**src/rtl/uart_rx_tx.sv**
```systemverilog
// uart_rx_tx -- full-duplex 8N1-style UART (receiver + transmitter).
//
// Purpose:
//   Receiver deserialises uart_rxd into parallel words with a one-cycle valid
//   strobe and detects BREAK frames. Transmitter serialises a parallel word onto
//   uart_txd using an enable/busy handshake. Both halves share clk/resetn and
//   are otherwise independent.
//
// Ports:
//   clk            in   system clock, rising edge
//   resetn         in   synchronous, active-low reset
//   uart_rxd       in   serial input (asynchronous, idle high)
//   uart_rx_en     in   1 = receiver enabled, 0 = receiver held idle
//   uart_rx_break  out  1-cycle pulse on a received BREAK frame
//   uart_rx_valid  out  1-cycle pulse, uart_rx_data holds a new word
//   uart_rx_data   out  last received word, held until the next valid
//   uart_txd       out  serial output (registered, idle high)
//   uart_tx_en     in   send request, level, sampled while not busy
//   uart_tx_busy   out  1 while a frame is being sent
//   uart_tx_data   in   word to send, captured when the request is accepted
module uart_rx_tx #(
  parameter int BIT_RATE     = 9600,
  parameter int PAYLOAD_BITS = 8,
  parameter int CLK_HZ       = 12_000_000,
  parameter int STOP_BITS    = 1
) (
  input  logic                    clk,
  input  logic                    resetn,
  input  logic                    uart_rxd,
  input  logic                    uart_rx_en,
  output logic                    uart_rx_break,
  output logic                    uart_rx_valid,
  output logic [PAYLOAD_BITS-1:0] uart_rx_data,
  output logic                    uart_txd,
  input  logic                    uart_tx_en,
  output logic                    uart_tx_busy,
  input  logic [PAYLOAD_BITS-1:0] uart_tx_data
);

  // Clock cycles per serial bit.
  localparam int CPB = CLK_HZ / BIT_RATE;
  localparam int CW  = $clog2(CPB + 1);
  // Bit index counter covers both the data bits and the stop bits.
  localparam int BW  = $clog2(PAYLOAD_BITS + STOP_BITS + 1);

  localparam logic [CW-1:0] CNT_LAST  = CW'(CPB - 1);
  localparam logic [CW-1:0] CNT_HALF  = CW'(CPB / 2);
  localparam logic [BW-1:0] DATA_LAST = BW'(PAYLOAD_BITS - 1);
  localparam logic [BW-1:0] STOP_LAST = BW'(STOP_BITS - 1);

  typedef enum logic [1:0] {
    ST_IDLE  = 2'd0,
    ST_START = 2'd1,
    ST_DATA  = 2'd2,
    ST_STOP  = 2'd3
  } state_t;

  // ---------------------------------------------------------------------------
  // Receiver
  // ---------------------------------------------------------------------------
  logic [1:0]              rxd_sync_reg;
  logic                    rxd_prev_reg;
  logic                    rxd_sync;
  logic                    rx_fall;

  state_t                  rx_state_reg, rx_state_next;
  logic [CW-1:0]           rx_cnt_reg, rx_cnt_next;
  logic [BW-1:0]           rx_bit_reg, rx_bit_next;
  logic [PAYLOAD_BITS-1:0] rx_shift_reg, rx_shift_next;
  logic [PAYLOAD_BITS-1:0] rx_data_reg, rx_data_next;
  logic                    rx_valid_reg, rx_valid_next;
  logic                    rx_break_reg, rx_break_next;
  logic [PAYLOAD_BITS:0]   rx_shift_in;

  assign rxd_sync = rxd_sync_reg[1];
  // Start-bit edge seen on the synchronised line; gated so a disabled
  // receiver never leaves IDLE.
  assign rx_fall  = uart_rx_en & rxd_prev_reg & ~rxd_sync;

  always_comb begin
    rx_state_next = rx_state_reg;
    rx_cnt_next   = rx_cnt_reg + CW'(1);
    rx_bit_next   = rx_bit_reg;
    rx_shift_next = rx_shift_reg;
    rx_data_next  = rx_data_reg;
    rx_valid_next = 1'b0;
    rx_break_next = 1'b0;
    // LSB-first: new sample enters at the top and the word shifts right.
    rx_shift_in   = {rxd_sync, rx_shift_reg};

    case (rx_state_reg)
      ST_IDLE: begin
        rx_cnt_next = '0;
        rx_bit_next = '0;
        if (rx_fall) begin
          rx_state_next = ST_START;
        end
      end
      ST_START: begin
        // Mid start bit: a high line here means the edge was a glitch.
        if (rx_cnt_reg == CNT_HALF) begin
          rx_cnt_next   = '0;
          rx_state_next = rxd_sync ? ST_IDLE : ST_DATA;
        end
      end
      ST_DATA: begin
        if (rx_cnt_reg == CNT_LAST) begin
          rx_cnt_next   = '0;
          rx_shift_next = rx_shift_in[PAYLOAD_BITS:1];
          if (rx_bit_reg == DATA_LAST) begin
            rx_state_next = ST_STOP;
          end else begin
            rx_bit_next = rx_bit_reg + BW'(1);
          end
        end
      end
      ST_STOP: begin
        if (rx_cnt_reg == CNT_LAST) begin
          rx_cnt_next   = '0;
          rx_state_next = ST_IDLE;
          if (rxd_sync) begin
            rx_data_next  = rx_shift_reg;
            rx_valid_next = 1'b1;
          end else if (rx_shift_reg == '0) begin
            rx_break_next = 1'b1;
          end
          // Low stop bit with non-zero data: framing error, dropped.
        end
      end
      default: begin
        rx_state_next = ST_IDLE;
      end
    endcase

    if (!uart_rx_en) begin
      rx_state_next = ST_IDLE;
      rx_data_next  = rx_data_reg;
      rx_valid_next = 1'b0;
      rx_break_next = 1'b0;
    end
  end

  // ---------------------------------------------------------------------------
  // Transmitter
  // ---------------------------------------------------------------------------
  state_t                  tx_state_reg, tx_state_next;
  logic [CW-1:0]           tx_cnt_reg, tx_cnt_next;
  logic [BW-1:0]           tx_bit_reg, tx_bit_next;
  logic [PAYLOAD_BITS-1:0] tx_shift_reg, tx_shift_next;
  logic                    txd_reg, txd_next;
  logic                    tx_busy_reg, tx_busy_next;

  always_comb begin
    tx_state_next = tx_state_reg;
    tx_cnt_next   = tx_cnt_reg + CW'(1);
    tx_bit_next   = tx_bit_reg;
    tx_shift_next = tx_shift_reg;
    txd_next      = txd_reg;
    tx_busy_next  = tx_busy_reg;

    case (tx_state_reg)
      ST_IDLE: begin
        tx_cnt_next  = '0;
        tx_bit_next  = '0;
        txd_next     = 1'b1;
        tx_busy_next = 1'b0;
        if (uart_tx_en) begin
          tx_shift_next = uart_tx_data;
          tx_state_next = ST_START;
          txd_next      = 1'b0;
          tx_busy_next  = 1'b1;
        end
      end
      ST_START: begin
        if (tx_cnt_reg == CNT_LAST) begin
          tx_cnt_next   = '0;
          tx_bit_next   = '0;
          tx_state_next = ST_DATA;
          txd_next      = tx_shift_reg[0];
          tx_shift_next = tx_shift_reg >> 1;
        end
      end
      ST_DATA: begin
        if (tx_cnt_reg == CNT_LAST) begin
          tx_cnt_next = '0;
          if (tx_bit_reg == DATA_LAST) begin
            tx_state_next = ST_STOP;
            tx_bit_next   = '0;
            txd_next      = 1'b1;
          end else begin
            tx_bit_next   = tx_bit_reg + BW'(1);
            txd_next      = tx_shift_reg[0];
            tx_shift_next = tx_shift_reg >> 1;
          end
        end
      end
      ST_STOP: begin
        if (tx_cnt_reg == CNT_LAST) begin
          tx_cnt_next = '0;
          if (tx_bit_reg == STOP_LAST) begin
            tx_state_next = ST_IDLE;
            tx_busy_next  = 1'b0;
            txd_next      = 1'b1;
          end else begin
            tx_bit_next = tx_bit_reg + BW'(1);
          end
        end
      end
      default: begin
        tx_state_next = ST_IDLE;
      end
    endcase
  end

  // ---------------------------------------------------------------------------
  // State registers
  // ---------------------------------------------------------------------------
  always_ff @(posedge clk) begin
    if (!resetn) begin
      rxd_sync_reg <= 2'b11;
      rxd_prev_reg <= 1'b1;
      rx_state_reg <= ST_IDLE;
      rx_cnt_reg   <= '0;
      rx_bit_reg   <= '0;
      rx_shift_reg <= '0;
      rx_data_reg  <= '0;
      rx_valid_reg <= 1'b0;
      rx_break_reg <= 1'b0;
      tx_state_reg <= ST_IDLE;
      tx_cnt_reg   <= '0;
      tx_bit_reg   <= '0;
      tx_shift_reg <= '0;
      txd_reg      <= 1'b1;
      tx_busy_reg  <= 1'b0;
    end else begin
      rxd_sync_reg <= {rxd_sync_reg[0], uart_rxd};
      rxd_prev_reg <= rxd_sync;
      rx_state_reg <= rx_state_next;
      rx_cnt_reg   <= rx_cnt_next;
      rx_bit_reg   <= rx_bit_next;
      rx_shift_reg <= rx_shift_next;
      rx_data_reg  <= rx_data_next;
      rx_valid_reg <= rx_valid_next;
      rx_break_reg <= rx_break_next;
      tx_state_reg <= tx_state_next;
      tx_cnt_reg   <= tx_cnt_next;
      tx_bit_reg   <= tx_bit_next;
      tx_shift_reg <= tx_shift_next;
      txd_reg      <= txd_next;
      tx_busy_reg  <= tx_busy_next;
    end
  end

  assign uart_rx_break = rx_break_reg;
  assign uart_rx_valid = rx_valid_reg;
  assign uart_rx_data  = rx_data_reg;
  assign uart_txd      = txd_reg;
  assign uart_tx_busy  = tx_busy_reg;

endmodule

```
**config.mk**
```make
export PLATFORM = sky130hd
export DESIGN_NAME = uart_rx_tx
export DESIGN_NICKNAME = d
export VERILOG_FILES = /design/src/rtl/uart_rx_tx.sv
export SDC_FILE = /design/constraint.sdc
export NUM_CORES = 1
export LEC_CHECK = 0
export BUFFER_PORTS_ARGS = -buffer_cell sky130_fd_sc_hd__buf_4
export CAP_MARGIN = 5
export CORE_MARGIN = 8
export CORE_UTILIZATION = 48
export DETAILED_ROUTE_END_ITERATION = 7
export PLACE_DENSITY = 0.69
export RECOVER_POWER = 50
export SYNTH_ARGS = -nofsm -noshare
export SYNTH_HDL_FRONTEND = slang
export SYNTH_SLANG_ARGS = --single-unit
```
**constraint.sdc**
```tcl
create_clock -name clk -period 1.67 [get_ports clk]
set_input_delay 0 -clock clk [delete_from_list [all_inputs] [get_ports clk]]
set_output_delay 0 -clock clk [all_outputs]
set_load 0.02 [all_outputs]
```
==> flow_summary.ini <==
[synth]
ys_top_cells_by_count = dfxtp_1, nand2_1, nor2_1
ys.flop_type = dfxtp_1
ys_seq_elements = 65
yosysMostFrequentCell = dfxtp_1
synth_top_area_share_pct = 42.1
yosys.area.top_type = dfxtp_1
synthesis.nets = 357
syn_area_sq_um = 3090
avgSynthCellArea_sq_um = 9.30
ys_async_sr_fraction_pct = 0
synthTopCellsByArea = dfxtp_1, mux2i_1, ha_1, nand2_1, nor2_1
ys_warn_count = 0
synth_cells = 332
synth_edf_count = 0
synth_cell_type_count = 60
ys_seq_area_share_pct = 42.1

[power]
powerDensity_nw_per_um2 = 1270
vdd_drop_max_mv = 1.22
p_leak_nw = 1.57

[global_routing]
grt_antenna_before_repair = 0
use_met2_pct = 25.8
grt.total_usage_pct = 16.6
overflow = 0
grt_pass1_wl_mm = 12.0
busiest_layer = met2
grt_max_degree = 38
use_met3_pct = 5.77
met1_usage_pct = 20.3
grt_pass1_vias = 2708

[floorplan]
num_rows = 29
start_util_pct = 49.2
fp.coreArea_sq_um = 6280
die_h_microns = 96.2
die_area_sq_um = 9260
io_pins = 25
die_w_microns = 96.2

[finish]
syn2layout_area_growth_pct = 33.6
n_antenna_cell = 0
utilization_pct = 65.8
drive_gt1_share_pct = 30.4
n_fill_cell = 523
finalNonFillerCells = 495
finalNetCount = 438

[run_status]
status = finished with violations
violations = negative setup slack

[hold_path]
worstHoldPathType = input pin to register

[setup_path]
startpoint_type = register
cp.required_ns = 1.91
cp_max_fo = 6
worst_setup_path_end_kind = register
arrival_ns = 2.04
worstSetupPathType = register to register

[timing]
post-route-period-util_pct = 108
finalWorstSetupSlack_ns = -0.132
maxSlewHeadroom_pct = 67.0
maxSlewViolCount = 0
rsz0062_at_grt = true
finClkSkew_ns = 0.0188
finalHoldViolations = 0
maxClockFrequency_mhz = 555
setup_viol = 34
min_period_ns = 1.80
worstMarginPinSlew_ns = 0.494

[placed_design]
placed_cells = 462
globalplace.congestion = 0.811
hpwl_mm = 4.60
io_buffers = 24

[job]
drv_cap = 0

[routing]
drt_wl_total_mm = 7.18
route.detailed.wl_per_inst_microns = 14.5
viasPerCell = 5.46
postRouteAntennaNets = 0
firstDrtPassIters = 4
drc_errors = 0
vias = 2703
drtIter0Drc = 199

[cts]
cts.clk_slew.worst_paths_ns = 0.08
clock_path_buffers = 2
cts.sinks = 65
htreeDepth = 3
tritoncts = done
cts-buffers-inserted = 9
clock_latency_ns = 0.36
cts-root-buf = clkbuf_8
where the power goes:
part           switching, mW  internal (mW)  total (mW)
registers             0.0927           1.69        1.79
logic                  0.983           1.10        2.08
clock network          0.657          0.701        1.36
layout make-up:
class                   count  area, sq um  area share (%)
inverters                   9         33.8           0.818
flip-flops and latches     65         1310            31.7
multi-input cells         243         1840            44.5
repair buffers             85          648            15.7
clock inverters             7         77.6            1.88
well taps                  77         96.3            2.33
clock buffers               9          124            3.00
final timing paths:
kind	slack [ns]	from	depth (start not counted)	endpoint
setup reg to reg	-0.13	tx_cnt_reg[8]	6	tx_cnt_reg[4]
hold / removal	0.02	resetn	3	rx_bit_reg[0]
setup / recovery	-0.13	tx_cnt_reg[8]	6	tx_cnt_reg[4]
hold reg to reg	0.41	rxd_sync_reg[0]	1	rxd_sync_reg[1]
through the flow:
| step | power, mW | TNS (ns) | cell area, sq um | hold WS [ns] | setup WS (ns) |
|---|---|---|---|---|---|
| 2_1_floorplan | 2.98 | -0.755 | 3120 | 0.101 | -0.124 |
| 3_3_place_gp | 3.54 | -2.41 | 3670 | 0.189 | -0.148 |
| 3_5_place_dp | 3.58 | -3.92 | 3670 | 0.191 | -0.233 |
| 4_1_cts | 5.10 | -0.996 | 4030 | 0.0116 | -0.0939 |
| 5_1_grt | 5.52 | -7.47 | 4130 | 0.0353 | -0.213 |
| 6_report | 5.23 | -2.56 | 4130 | 0.0232 | -0.132 |
logic make-up (layout without fill, tap and decap cells):
kind of cell | after synthesis | count (layout) | synth area share (%)
buffers and inverters | 25 | 110 | 3.40
flip-flops | 65 | 65 | 42.1
adder cells (fa/ha/maj) | 12 | 12 | 4.86
AO/OA/AOI/OAI | 49 | 50 | 12.8
XOR/XNOR | 18 | 18 | 5.10
AND/OR/NAND/NOR | 135 | 135 | 22.6
multiplexers | 28 | 28 | 9.11
placed cells by master (no fill, tap or decap), types with 9 or more instances in the layout:
master / instances
buf_4: 60
dfxtp_1: 58
nand2_1: 37
nor2_1: 32
mux2i_1: 26
nand3_1: 14
clkbuf_1: 13
xnor2_1: 11
clkbuf_8: 9
worst max-delay path, cell delays in order, from the launching register on:
cell and delay [ns]:
dfxtp_1 0.32, or4b_4 0.60, buf_4 0.17, nor3_4 0.24
or3_4 0.19, buf_6 0.12, nor2_1 0.05
what timing repair did:
item                                    in CTS  in global routing
gates cloned                                 1                  0
hold buffers                                 4                  0
pin swaps                                    3                  6
gates resized for setup                      9                 29
endpoints found under the setup margin      43                 52
buffers inserted                             7                  5
endpoints found under the hold margin        6                  0
per-layer routing:
layer / vias to the layer above / routed length [microns]
met5: - / 0
met4: 0 / 144
met3: 14 / 336
met2: 61 / 3400
met1: 1266 / 3310
li1: 1362 / -
No activity file was read; power rests on OpenSTA's default activity.
